File: config.mk
export PLATFORM = sky130hd
export DESIGN_NAME = unpack
export DESIGN_NICKNAME = d
export VERILOG_FILES = /design/src/rtl/unpack.sv
export SDC_FILE = /design/constraint.sdc
export NUM_CORES = 1
export LEC_CHECK = 0
export BUFFER_PORTS_ARGS = -buffer_cell sky130_fd_sc_hd__buf_2
export CORE_ASPECT_RATIO = 2
export CORE_MARGIN = 4
export CORE_UTILIZATION = 30
export CTS_CLUSTER_DIAMETER = 100
export DETAILED_ROUTE_END_ITERATION = 10
export GPL_TIMING_DRIVEN = 0
export PLACE_DENSITY_LB_ADDON = 0.3
export SETUP_SLACK_MARGIN = 0.5
export SYNTH_ARGS = -nofsm -noshare
export SYNTH_HDL_FRONTEND = slang
export SYNTH_SLANG_ARGS = --single-unit
File: constraint.sdc
create_clock -name clk -period 2.1 [get_ports clk]
set_input_delay 0.42 -clock clk [delete_from_list [all_inputs] [get_ports clk]]
set_output_delay 0.42 -clock clk [all_outputs]
set_load 0.005 [all_outputs]
File: src/rtl/unpack.sv
// Width-splitting stream stage: one W*D-bit input word leaves as up to D W-bit words,
// least-significant slice first. Define UNPACK_LAST_EN to add the m_last port.
module unpack #(
  parameter  int W  = 8,
  parameter  int D  = 2,
  localparam int IW = $clog2(D)
) (
  input  logic           clk,
  input  logic           rst,
  input  logic           s_stb,
  input  logic [W*D-1:0] s_dat,
  input  logic [IW-1:0]  s_len,
  output logic           s_rdy,
  input  logic           m_rdy,
  output logic           m_stb,
  output logic [W-1:0]   m_dat
`ifdef UNPACK_LAST_EN
  ,
  output logic           m_last
`endif
);

  localparam logic [IW-1:0] LAST_SLICE = IW'(D - 1);

  logic [D-1:0][W-1:0] data_buf;
  logic [IW-1:0]       idx;
  logic [IW-1:0]       end_idx;
  logic                busy;
  logic                at_end;
  logic                accept;

  assign at_end = (idx == end_idx);

  // A new word may load in the same cycle the final slice of the old one leaves,
  // which keeps m_stb high across word boundaries.
  assign s_rdy  = ~busy | (m_rdy & at_end);
  assign accept = s_stb & s_rdy;

  assign m_stb  = busy;
  assign m_dat  = data_buf[idx];
`ifdef UNPACK_LAST_EN
  assign m_last = busy & at_end;
`endif

  always_ff @(posedge clk or negedge rst) begin
    if (!rst) begin
      busy    <= 1'b0;
      idx     <= '0;
      end_idx <= '0;
    end else if (accept) begin
      busy    <= 1'b1;
      idx     <= '0;
      end_idx <= (s_len >= LAST_SLICE) ? LAST_SLICE : s_len;
    end else if (busy && m_rdy) begin
      if (at_end) begin
        busy <= 1'b0;
        idx  <= '0;
      end else begin
        idx  <= idx + 1'b1;
      end
    end
  end

  // NOTE: the data buffer is deliberately left out of reset; m_stb gates its
  // contents, so resetting it would only add reset fan-out to a wide register.
  always_ff @(posedge clk) begin
    if (accept) data_buf <= s_dat;
  end

endmodule
==> results.yml <==
grt:
  grt.total_usage_pct: 8.88
  antenna_found_initial: 0
  grt_remaining_overflow: 0
  grt_pass1_wl_microns: 2250
  grt_max_degree: 12
  grt_pass1_vias: 532
timing:
  rsz0062_at_grt: "yes"
  drv_slew: 0
  whs_ns: 0.339
  setup_tns_ns: 0
  worstMarginPinSlew_ns: 0.182
  relSlewSlack_pct: 87.9
  final.min_clock_period_ns: 1.75
  hold_violations: 0
  fin_crit_sh_pct: 83.2
  setup_violations: 0
  skew_ns: 0.00461
  fmax_ghz: 0.572
detailed_routing:
  dr.pass1.iters: 3
  postRouteAntennaNets: 0
  wire_per_inst_microns: 13.7
  routed_via_density: 4.46
  route.detailed.drc: 0
  vias: 495
  drt_iter0_drc: 11
  routed_wirelength_microns: 1520
power:
  swShare_pct: 27.2
  p_comb_share_pct: 47.9
  power_leakage_nw: 0.517
  switchingPower_w: 0.000418
  cellPowerDensity_nw_per_um2: 1290
  peakVddDrop_mv: 0.482
  seq_power_share_pct: 36.1
  intPower_w: 0.00112
  clock_power_share_pct: 16.1
setup_path:
  crit_required_ns: 1.68
  worstSetupPathType: "reg2out"
  crit_fanout: 4
  cp.arrival_ns: 1.33
  end_kind: "primary output"
  start_kind: "flop"
cells_and_area:
  multi_input_area_sq_um: 246
  final_nets: 106
  regArea_sq_um: 556
  syn2layout_area_growth_pct: 47.9
  fill_cells: 257
  antennaDiodeCount: 0
  drive_above_1_share_pct: 63.9
  stdcell_count: 111
  final_cell_area_sq_um: 1190
  fin_util_pct: 46.3
die:
  start_util_pct: 31.3
  pin_count: 31
  core_area_sq_um: 2570
  rows: 26
  dieHeight_microns: 81.2
  dieWidth_microns: 44.6
  die-area_sq_um: 3620
yosys:
  synthCells: 43
  syn-num-nets: 65
  yosysSeqAreaShare_pct: 69.1
  yosysWarningCount: 0
  synth_cell_types: 15
  syn-cell-area_sq_um: 805
  postSynthAreaPerCell_sq_um: 18.7
  synth_seq_cells: 19
min_path:
  min_path_type: "in2reg"
place:
  placed_cell_area_sq_um: 997
  place_inst: 101
  place_congestion: 0.547
  port_buffers: 30
clock_network:
  worst_skew_pair.late_latency_ns: 0.25
  cts_root_buf: "clkbuf_8"
  htree_levels: 1
  clock_sinks: 19
  cts_buffer_depth: 2
  cts_tree: "done"
  path_clk_slew_ns: 0.07
  cts_buffers: 3
run:
  drv_cap: 0
status:
  outcome: "finished, final reports clean"
-- synth_stat cells --
master	n	area share, %
edfxtp_1	16	60
mux2_4	8	15
dfrtp_1	3	9.3
inv_1	3	1.4
nand2_1	2	0.93
nor2b_1	2	1.6
a21boi_4	1	2.3
a32o_1	1	1.2
and2_1	1	0.78
and3_1	1	0.78
buf_6	1	1.4
ha_1	1	1.6
mux2i_1	1	1.2
o32ai_2	1	2.0
or2_1	1	0.78
-- critical path: stages (launching register included) --
cell and delay [ns]:
dfrtp_1 0.38, buf_6 0.13, clkbuf_16 0.15, mux2_4 0.30, buf_6 0.12
-- stage by stage --
stage	power, W	setup WS, ns
after floorplan	0.000894	0.514
after CTS	0.00144	0.359
final	0.00154	0.353
after detailed placement	0.00105	0.310
after global routing	0.00163	0.307
after global placement	0.00103	0.361
-- sequential cells by signal, summed over array words and instances (netlist names) --
name / count
end_idx: 1
idx: 1
data_buf: 16
m_stb: 1
-- cells in the final DEF, fill, tap and decap left out, drive strengths merged --
master	instances
mux2i	1
ha	1
dlygate4sd3	1
buf	35
nor2b	2
and3	1
inv	3
mux2	8
clkinv	1
o32ai	1
or2	1
edfxtp	16
nand2	2
and2	1
a32o	1
clkbuf	4
a21boi	1
dfrtp	3
-- layout make-up --
| type | instances | area share (%) |
|---|---|---|
| sequential | 19 | 46.7 |
| timing repair buffer | 36 | 23.7 |
| multi-input combinational | 20 | 20.7 |
| clock buffer | 3 | 3.47 |
| tap | 28 | 2.94 |
| inverter | 3 | 1.16 |
| buffer | 1 | 0.946 |
| clock inverter | 1 | 0.421 |
-- cell families (layout without fill, tap and decap cells) --
family / Yosys count / count (layout) / share of synthesized area, %
compound gates: 3 / 3 / 5.60
fa+ha+maj: 1 / 1 / 1.55
buf+inv: 4 / 44 / 2.80
flops: 19 / 19 / 69.1
mux: 9 / 9 / 16.2
simple gates: 7 / 7 / 4.82
-- timing repair --
| item | CTS | global route |
|---|---|---|
| setup endpoints to repair | 25 | 14 |
| setup buffers | 4 | 0 |
| gates resized for setup | 6 | 7 |
| gates cloned | 0 | 1 |
| pin swaps | 1 | 2 |
| hold endpoints to repair | 3 | 0 |
| hold buffers | 1 | 0 |
-- power groups by stage --
stage / Combinational (W) / Clock (W) / Sequential, W
after floorplan: 0.000345 / 0 / 0.000549
after global placement: 0.000480 / 0 / 0.000553
after detailed placement: 0.000486 / 0 / 0.000560
after CTS: 0.000627 / 0.000257 / 0.000555
after global routing: 0.000793 / 0.000274 / 0.000564
final: 0.000736 / 0.000247 / 0.000554
-- path summary, 6_finish.rpt --
path / from / to / slack [ns] / cells after the start
max: idx / m_dat[2] / 0.35 / 4
min: s_dat[0] / data_buf[0] / 0.34 / 1
min reg2reg: end_idx / end_idx / 0.61 / 2
max reg2reg: idx / data_buf[12] / 0.55 / 7
max in group asynchronous: rst / end_idx / 1.51 / 2
min in group asynchronous: rst / idx / 0.48 / 2
-- layer usage --
metal  vias up  wire (microns)  track usage (%)
met5         -               0                0
met1       239             455             7.68
met2        14             956             16.6
met3         2              88             2.00
li1        240               -                -
met4         0              19             6.34
Power figures use the tool's default switching activity.
